==> src/rtl/onehot_step_sequencer.sv <==
// onehot_step_sequencer
//   Registered binary-to-one-hot timing generator for the CPU control unit.
//   Holds a binary step index (0 = idle) and drives one-hot step strobes
//   T1..TSTEPS. It supports start, advance, jump (load), a per-instruction
//   sequence length, a completion pulse and a sticky out-of-range error.
//
// Parameters
//   WIDTH      width of the binary step index
//   STEPS      number of one-hot strobes (1 <= STEPS <= 2^WIDTH - 1)
//
// Ports
//   clk        system clock, rising edge
//   rst        synchronous active-high reset
//   start      begin a sequence at step 1 (honoured only when idle)
//   advance    step to the next index (honoured only when busy)
//   clear      abort to idle and clear err
//   load       jump to load_idx
//   load_idx   jump target; values above STEPS set err and leave idx alone
//   last_step  final step of the current sequence; 0 or >STEPS means STEPS
//   idx        current binary step index
//   onehot     bit k-1 high iff idx == k
//   busy       high iff idx != 0
//   done       one-cycle pulse when a sequence completes through advance
//   err        sticky out-of-range load flag
module onehot_step_sequencer #(
  parameter int WIDTH = 5,
  parameter int STEPS = 20
) (
  input  logic             clk,
  input  logic             rst,
  input  logic             start,
  input  logic             advance,
  input  logic             clear,
  input  logic             load,
  input  logic [WIDTH-1:0] load_idx,
  input  logic [WIDTH-1:0] last_step,
  output logic [WIDTH-1:0] idx,
  output logic [STEPS-1:0] onehot,
  output logic             busy,
  output logic             done,
  output logic             err
);

  localparam logic [WIDTH-1:0] STEPS_IDX = WIDTH'(STEPS);

  // The single action selected this cycle, in priority order.
  typedef enum logic [2:0] {
    ACT_HOLD,
    ACT_CLEAR,
    ACT_LOAD,
    ACT_LOAD_ERR,
    ACT_START,
    ACT_STEP,
    ACT_FINISH
  } action_t;

  action_t          action;
  logic [WIDTH-1:0] eff_last;
  logic [WIDTH-1:0] idx_next;
  logic [STEPS-1:0] onehot_next;
  logic             busy_next;
  logic             done_next;
  logic             err_next;

  always_comb begin
    eff_last = STEPS_IDX;
    if (last_step != '0 && last_step <= STEPS_IDX) begin
      eff_last = last_step;
    end

    // A start while busy is ignored rather than consuming the cycle, so an
    // advance asserted alongside it still takes effect.
    action = ACT_HOLD;
    if (clear) begin
      action = ACT_CLEAR;
    end else if (load) begin
      action = (load_idx <= STEPS_IDX) ? ACT_LOAD : ACT_LOAD_ERR;
    end else if (start && idx == '0) begin
      action = ACT_START;
    end else if (advance && idx != '0) begin
      // Completing at STEPS as well as at eff_last keeps an index that sits
      // beyond eff_last from ever wrapping past the last strobe.
      action = (idx == eff_last || idx == STEPS_IDX) ? ACT_FINISH : ACT_STEP;
    end
  end

  always_comb begin
    idx_next  = idx;
    err_next  = err;
    done_next = 1'b0;
    unique case (action)
      ACT_CLEAR: begin
        idx_next = '0;
        err_next = 1'b0;
      end
      ACT_LOAD:     idx_next = load_idx;
      ACT_LOAD_ERR: err_next = 1'b1;
      ACT_START:    idx_next = WIDTH'(1);
      ACT_STEP:     idx_next = idx + WIDTH'(1);
      ACT_FINISH: begin
        idx_next  = '0;
        done_next = 1'b1;
      end
      default: ;
    endcase

    onehot_next = '0;
    for (int unsigned k = 0; k < STEPS; k++) begin
      onehot_next[k] = (idx_next == WIDTH'(k + 1));
    end
    busy_next = (idx_next != '0);
  end

  always_ff @(posedge clk) begin
    if (rst) begin
      idx    <= '0;
      onehot <= '0;
      busy   <= 1'b0;
      done   <= 1'b0;
      err    <= 1'b0;
    end else begin
      idx    <= idx_next;
      onehot <= onehot_next;
      busy   <= busy_next;
      done   <= done_next;
      err    <= err_next;
    end
  end

endmodule

==> config.mk <==
export PLATFORM = sky130hd
export DESIGN_NAME = onehot_step_sequencer
export DESIGN_NICKNAME = d
export VERILOG_FILES = /design/src/rtl/onehot_step_sequencer.sv
export SDC_FILE = /design/constraint.sdc
export NUM_CORES = 1
export LEC_CHECK = 0
export BUFFER_PORTS_ARGS = -buffer_cell sky130_fd_sc_hd__buf_2
export CORE_MARGIN = 2
export CORE_UTILIZATION = 50
export DETAILED_ROUTE_END_ITERATION = 10
export PLACE_DENSITY = 0.79
export SETUP_SLACK_MARGIN = 0.1
export SYNTH_ARGS = -nofsm -noshare
export SYNTH_HDL_FRONTEND = slang
export SYNTH_SLANG_ARGS = --single-unit
export TNS_END_PERCENT = 5
==> constraint.sdc <==
create_clock -name clk -period 2.9 [get_ports clk]
set_input_delay 0.58 -clock clk [delete_from_list [all_inputs] [get_ports clk]]
set_output_delay 0.58 -clock clk [all_outputs]
set_load 0.005 [all_outputs]
Yosys cells after proc, flatten, opt, wreduce, memory -nomap -nowiden
Index checks and enable logic that the tools add are counted.

Bits in registers: 28. Input port bits: 16. Output and inout port bits: 28. Word-level logic and storage cells: 56.

Reduce and logical (&&, ||, !) cells: 10. Magnitude comparators: 2. Eq/ne operators: 28. Add/subtract/negate cells: 1. Mux-type cells: 10.

Operator list (number): $eq A5 B4 Y1 const B (8); $eq A5 B5 Y1 const B (6); $eq A5 B3 Y1 const B (4); $pmux W5 S4 (1); $reduce_bool A5 Y1 (3); $mux W3 (4); $eq A5 B2 Y1 const B (2); $le A5 B5 Y1 const B (2); $eq A3 B3 Y1 const B (3); $eq A3 B2 Y1 const B (2); $add A5 B1 Y5 const B (1); $eq A5 B1 Y1 const B (1); $eq A5 B5 Y1 (1); $logic_not A5 Y1 (1); $mux W5 (1); $eq A3 B1 Y1 const B (1); $logic_and A1 B1 Y1 (3); $mux W1 (2); $mux W2 (1); $pmux W1 S2 (1); $reduce_bool A2 Y1 (1); $reduce_or A2 Y1 (1); $logic_or A1 B1 Y1 (1).

Logic depth before layout (Yosys ltp)
Gate-level depths: netlist of the first run.

Word-level depth: 14. Gate-level depth with buffers: 10.

Least setup slack after synthesis of the first run
OpenSTA, ideal clock, no wires.

Path type: register to register. Start: register idx[0]. End: register onehot[1]. Slack: 0.478 ns. Data arrival time: 2.329 ns. Cell stages (with the launch flop): 11. Clock period less this slack: 2.422 ns. Required time: 2.807 ns. Cell sequence: dfxtp_1 -> buf_4 -> inv_1 -> ha_1 -> or4b_4 -> mux2i_4 -> nand2_2 -> a2111oi_2 -> a31oi_1 -> buf_6 -> nor4_1.

Cells in the longest elaborated chain, start to end: 11.

RTL lines: start: declaration (line 37) `output logic [WIDTH-1:0] idx,`; start signal: assignment (line 122) `idx <= idx_next;`; $eq A5 B5 Y1 (line 83) `action = (idx == eff_last || idx == STEPS_IDX) ? ACT_FINISH : ACT_STEP;`; $logic_or A1 B1 Y1 (line 83); $mux W2 (line 83); $mux W3 (line 80) `end else if (advance && idx != '0) begin`; $mux W3 (line 78) `end else if (start && idx == '0) begin`; $mux W3 (line 76) `end else if (load) begin`; $mux W3 (line 74) `if (clear) begin`; $eq A3 B1 Y1 / $eq A3 B3 Y1 (equally long branches) (line 91) `unique case (action)`; $reduce_or A2 Y1 (no line); $pmux W5 S4 * (line 91); $eq A5 B2 Y1 * (line 109) `onehot_next[k] = (idx_next == WIDTH'(k + 1));`; end signal: assignment (line 123) `onehot <= onehot_next;`; end: declaration (line 38) `output logic [STEPS-1:0] onehot,`.

Mark *: on every way between the ends. The rest lies on a longest branch, timed or not. A chain may end at the register's enable or synchronous reset.

Final worst setup path of the first run
Start: register idx[1]. End: register onehot[1].

The elaborated chain is that of the path after synthesis.

==> results by group, run 1 <==
Synthesis
  • Register area share after synthesis: 40.3%
  • Fraction of synthesized area in multiplexers: 1.62%
  • Post-synth EDFFs: 0
  • Largest family of logic cells by synthesized area: simple AND/OR/NAND/NOR gates
  • XOR/XNOR share of the synthesized area: approximately 2.5%
  • Synth cell types: 47
  • Synth Instances: 156
  • Post-Synth Adder-Cell Area: 1.80%
  • Ys Warns: 0
  • Post-synthesis average cell area: between 8 and 9 um^2
  • Synth Cell Area: 1390 um^2
  • Async set or reset register ratio after synthesis: 0%
  • Main synth FF type: dfxtp_1
  • Compound-Gate Fraction of Synth Area: 20.4%
  • Simple-gate share of the synthesized area: 27.1%
  • Seq cells post-synth: 28
  • Synthesized netlist net count: 174

Power
  • PwrDens: 482 nW/um^2
  • P_leak: ~0.74 nW
  • Total power: roughly 0.00081 W
  • VDD IR-drop max: 0.395 mV

Layout
  • Cell area after layout: 1670 um^2
  • Antenna Cells: 0
  • Layout Cells excl Fill: 230
  • Layout cells sized above 1: 31.7%
  • Area Overhead vs Synth: 20.2%
  • Fillers: 252
  • Final nets: 218

Timing
  • Unrepaired setup endpoints after global routing: yes
  • Worst-Margin Slew: 0.711 ns
  • Final setup viols: 0
  • Headroom to the max-slew limit: a little over half
  • Final worst path period need: 2.74 ns
  • Final hold violation count: 0
  • Max frequency: about 0.36 GHz
  • Fin. max-slew vios: 0
  • Worst Skew: 0.0192 ns
  • Setup TNS: 0 ns
  • Hold slack: 0.483 ns
  • Tcrit/Tclk final: between 90% and 100%

Global routing
  • Global route total overflow: 0
  • Initial antenna violation count: 0
  • First-pass GRT wire length: 5500 um
  • Vias in the first global route: 1223
  • Pin count of the biggest net entering global routing: 17
  • Global-route usage over all layers: 21.5%

Routing
  • Via density: 6.04
  • TritonRoute pass-1 iters: 4
  • 1st-iter DRT viols: 66
  • Via count: 1389
  • WL per Instance: 14.7 um
  • # DRC: 0
  • Post-Route WL: 3370 um
  • DRT antenna net count: 0

Clock tree
  • Clock slew at reported path FFs: 0.16 ns
  • Hold buffers post-CTS: 0
  • Clock Path Buffers: 2
  • CTS tree: built
  • # resized after CTS: 0
  • CTS H-Tree Depth: 1
  • Post-CTS Setup Inserts: 0
  • Root buffer cell: clkbuf_4
  • TritonCTS Buffers: 3
  • Clock Sinks: 28
  • Clk Latency, worst-skew pair: 0.34 ns

Die
  • Rows: 19
  • Core Box Area: 2710 um^2
  • Chip Height: 56.8 um
  • Chip Width: 56.8 um
  • Starting Density: 51.3%
  • IO Count: 44
  • Die Area: 3220 um^2

Place
  • Placed cell area: 1610 um^2
  • HPWL after DPL: approximately 2600 um
  • Placed insts: roughly 230
  • Input/output buffers: 43
  • Final Wtd Congestion: 0.889

Worst setup path
  • Worst-path fanout max: 12
  • Crit path required time: between 3 and 4 ns
  • Crit. End Element: register
  • Worst EP arrival: approximately 3.0 ns
  • Worst Setup Path Type: register to register
  • CP startpoint kind: register

Flow run
  • Max cap viols: 0

Run status
  • Status: complete, no violations

Hold path
  • Hold Path Class: register to register
[power by group]
| group | total (W) | internal, W | switching [W] |
|---|---|---|---|
| clock network | 0.000259 | 0.000140 | 0.000119 |
| logic | 0.000151 | 0.0000577 | 0.0000934 |
| registers | 0.000397 | 0.000394 | 0.00000345 |
[worst max-delay path: stages (launching register included)]
cell	delay (ns)
dfxtp_1	0.36
inv_1	0.11
ha_1	0.19
or4b_4	0.52
mux2i_4	0.24
nand2_2	0.09
a2111oi_2	0.52
a31oi_2	0.21
nor4_1	0.38
[final cells by class]
type                       count  area [um^2]  share of cell area (%)
multi-input combinational    113          749                    44.8
sequential                    28          561                    33.5
timing repair buffer          47          245                    14.7
tap                           31         38.8                    2.32
clock inverter                 1         30.0                    1.80
inverter                       7         26.3                    1.57
clock buffer                   3         22.5                    1.35
[final timing paths]
| check | startpoint | endpoint | slack (ns) | cells past startpoint |
|---|---|---|---|---|
| max | idx[1] | onehot[1] | 0.16 | 8 |
| min | err | err | 0.48 | 1 |
| max reg2reg | idx[1] | onehot[1] | 0.16 | 8 |
| min reg2reg | err | err | 0.48 | 1 |
[layer usage]
layer | vias up | global-route usage (%) | share of wire, %
li1 | 682 | - | -
met4 | 0 | 7.31 | 1.4
met3 | 5 | 3.00 | 7.5
met1 | 630 | 28.6 | 44
met5 | - | 0 | 0
met2 | 72 | 35.5 | 47
[layout by cell type (no fill, tap or decap), drive strengths merged, types with 3 or more instances in the layout]
cell and count:
buf 47, dfxtp 28, nor4 23, a21oi 10, nor2 10, o21ai 9
inv 7, nand3 5, nand2 5, nor3 4, xnor2 3, nor2b 3
o211ai 3, clkbuf 3, a21o 3
[Yosys cell counts (2+ instances only)]
cell type  count  area (um^2)
a211oi_1       2         15.0
a21boi_0       2         15.0
a21o_1         2         15.0
a21oi_1       10         50.1
a31o_2         2         17.5
and3_1         2         12.5
buf_4          2         15.0
buf_6          3         33.8
clkbuf_1       2         7.51
dfxtp_1       28          561
ha_1           2         25.0
inv_1          7         26.3
nand2_1        4         15.0
nand3_1        5         25.0
nand4_1        2         12.5
nor2_1        10         37.5
nor2b_1        3         18.8
nor3_1         4         20.0
nor4_1        23          144
o211ai_1       3         22.5
o21a_1         2         15.0
o21ai_0        8         40.0
or4_1          2         15.0
xnor2_1        3         26.3
[registers in the layout, summed over array words and instances, names as in the netlist]
signal / flops
onehot: 20
idx: 5
busy: 1
done: 1
err: 1
[logic make-up after synthesis]
logic type | Yosys count
flops | 28
compound gates | 42
fa+ha+maj | 2
buf+inv | 15
mux | 1
xor+xnor | 4
simple gates | 64
[metrics by stage]
stage,utilization [%],setup slack [ns]
2_1_floorplan,-,0.478
3_5_place_dp,59.6,0.0284
4_1_cts,61.5,0.161
6_report,61.7,0.159
5_1_grt,61.7,0.0386
3_3_place_gp,59.6,0.147
Note: power is estimated with default switching activity, not from simulation.
==> run 2, diff against run 1 <==
--- a/config.mk
+++ b/config.mk
@@ -5,11 +5,12 @@
 export SDC_FILE = /design/constraint.sdc
 export NUM_CORES = 1
 export LEC_CHECK = 0
+export ABC_AREA = 1
 export BUFFER_PORTS_ARGS = -buffer_cell sky130_fd_sc_hd__buf_2
 export CORE_MARGIN = 2
 export CORE_UTILIZATION = 50
 export DETAILED_ROUTE_END_ITERATION = 10
-export PLACE_DENSITY = 0.79
+export PLACE_DENSITY = 0.78
 export SETUP_SLACK_MARGIN = 0.1
 export SYNTH_ARGS = -nofsm -noshare
 export SYNTH_HDL_FRONTEND = slang
==> run 2 against run 1 <==
Maximum frequency rose by 18%. Clock skew fell by 0.010 ns. Largest cell class unchanged. Largest power group unchanged. Synthesized cell count rose by 18%.
==> results by group, run 2 <==
Power
  • Switching power total: 0.000233 W
  • Comb pwr share: 21.0%
  • VDD IR-drop max: approximately 0.49 mV
  • Sw Share: 28.0%
  • Share of power burned in registers: 48.9%
  • Total power: 0.000833 W
  • P_leak: 0.924 nW
  • Int Power: about 0.00060 W
  • Clock power frac: between 30% and 40%
  • PwrDens: 490 nW/um^2

Routing
  • # DRC: 0
  • Via count: 1276
  • TritonRoute pass-1 iters: 4
  • Post-Route WL: 2770 um
  • WL per Instance: 10.6 um
  • DRT antenna net count: 0
  • Via density: 4.89
  • 1st-iter DRT viols: 22

Layout
  • Largest registers: onehot x20, idx x5
  • Layout cells sized above 1: roughly a third
  • Fillers: 268
  • Max reg flops: 20
  • Final nets: 249
  • Largest Register: onehot
  • Commonest non-fill, non-tap cell in the layout: buf_2
  • Cell area after layout: ~1700 um^2
  • Area Overhead vs Synth: 21.6%
  • Commonest cells after routing, fill and taps aside: buf_2 (43), nor2_1 (31), nand2_1 (31)
  • Antenna Cells: 0

Clock tree
  • CTS H-Tree Depth: 1
  • Root buffer cell: clkbuf_4
  • Clock slew at reported path FFs: 0.15 ns
  • Post-CTS Setup Inserts: 0
  • # resized after CTS: 0
  • Clock Path Buffers: 2
  • Clk Latency, worst-skew pair: between 0.3 and 0.4 ns
  • TritonCTS Buffers: 3
  • Clock Sinks: 28
  • CTS tree: built
  • Hold buffers post-CTS: 0

Synthesis
  • Simple-gate share of the synthesized area: roughly 44%
  • Post-synthesis average cell area: 7.59 um^2
  • Synth Instances: 184
  • Main synth FF type: dfxtp_1
  • Commonest cells in the netlist: nand2_1 (31), nor2_1 (31), dfxtp_1 (28), inv_1 (23), nand3_1 (18)
  • Seq cells post-synth: 28
  • Post-Synth Adder-Cell Area: around 1.8%
  • Synthesized netlist net count: approximately 200
  • Largest family of logic cells by synthesized area: simple AND/OR/NAND/NOR gates
  • Register area share after synthesis: 40.1%
  • XOR/XNOR share of the synthesized area: about 3.1%
  • Ys Warns: 0
  • Yosys top cell area share: 40.1%
  • Synth Cell Area: 1400 um^2
  • Synth area leader: dfxtp_1
  • Fraction of synthesized area in multiplexers: 0%
  • Synth cell types: 24
  • Compound-Gate Fraction of Synth Area: 3.41%
  • Synth top area cells: dfxtp_1 (40%), nand2_1 (8.3%), nor2_1 (8.3%)
  • Post-synth EDFFs: 0
  • Async set or reset register ratio after synthesis: 0%

Worst setup path
  • Worst EP arrival: between 2 and 3 ns
  • CP startpoint kind: register
  • Crit. End Element: register
  • R2R depth: 16
  • Crit path required time: 3.13 ns
  • Worst-path fanout max: 7
  • Worst Setup Path Type: register to register

Place
  • Input/output buffers: 43
  • HPWL after DPL: 2270 um
  • Placed cell area: 1650 um^2
  • Final Wtd Congestion: 0.847
  • DP Worst Slack: roughly 0.38 ns

Timing
  • Unrepaired setup endpoints after global routing: no
  • Fin. max-slew vios: 0
  • Worst-Margin Slew: 0.565 ns
  • Setup TNS: 0 ns
  • Final hold violation count: 0
  • Final setup margin: 0.572 ns
  • Worst Skew: 0.00872 ns
  • Final worst path period need: approximately 2.3 ns
  • Headroom to the max-slew limit: about 62%
  • Tcrit/Tclk final: roughly four fifths
  • Final setup viols: 0
  • Max frequency: 0.430 GHz

Flow run
  • Max cap viols: 0

Die
  • Starting Density: 51.5%
  • Rows: 19
  • IO Count: between 40 and 50
  • Die Area: 3230 um^2
  • Chip Width: 56.8 um
  • Chip Height: 56.8 um
  • Core Box Area: 2710 um^2

Global routing
  • Global route total overflow: 0
  • Pin count of the biggest net entering global routing: 17
  • Vias in the first global route: 1121
  • Initial antenna violation count: 0
  • Global-route usage over all layers: 18.4%
  • First-pass GRT wire length: 4690 um

Run status
  • Status: complete, no violations

Hold path
  • Hold Path Class: input port to register
  • Hold Path Depth: 2
-- run 2: path summary, 6_finish.rpt --
| check | startpoint | endpoint | slack, ns |
|---|---|---|---|
| worst max-delay path | idx[0] | busy | 0.57 |
| worst min-delay path | rst | idx[2] | 0.50 |
| worst max register to register | idx[0] | busy | 0.57 |
| worst min register to register | err | err | 0.53 |
-- run 2: per-layer routing --
layer | global-route usage [%] | share of wire [%]
met4 | 5.98 | 1.4
met2 | 29.9 | 46
met1 | 24.4 | 48
met3 | 3.69 | 4.1
met5 | 0 | 0
-- run 2: power by group through the flow --
stage	registers, W	logic (W)	clock network, W
after floorplan	0.000415	0.000125	0
after global routing	0.000409	0.000198	0.000270
after CTS	0.000408	0.000176	0.000257
final	0.000407	0.000175	0.000251
after detailed placement	0.000416	0.000175	0
after global placement	0.000416	0.000174	0
-- run 2: worst max-delay path: stages (launching register included) --
cell      delay [ns]
dfxtp_1         0.46
inv_1           0.11
ha_1            0.22
nand4_1         0.11
nand2_1         0.08
o21ai_1         0.09
inv_2           0.07
nor3_4          0.24
inv_2           0.11
nand4_1         0.11
nand2_1         0.06
clkinv_1        0.04
nand2_1         0.10
nor2_2          0.22
nand2_1         0.09
nand2_1         0.06
nand2_1         0.04
-- run 2: stage by stage --
step	utilization (%)	cells	hold slack, ns
global route	62.6	261	0.499
global placement	60.7	257	0.512
detailed placement	60.7	257	0.519
floorplan	-	184	0.515
CTS	62.6	261	0.496
finish	62.6	261	0.502
-- run 2: cell type report --
type                            count  area (um^2)  area share [%]
Multi-Input combinational cell    127          726            42.7
Sequential cell                    28          561            33.0
Timing Repair Buffer               43          215            12.7
Inverter                           28          105            6.19
Tap cell                           31         38.8            2.28
Clock inverter                      1         30.0            1.77
Clock buffer                        3         22.5            1.33
-- run 2: cell families after synthesis --
family / count (synthesis)
AO/OA/AOI/OAI: 5
XOR/XNOR: 5
adder cells (fa/ha/maj): 2
buffers and inverters: 29
flip-flops: 28
AND/OR/NAND/NOR: 115
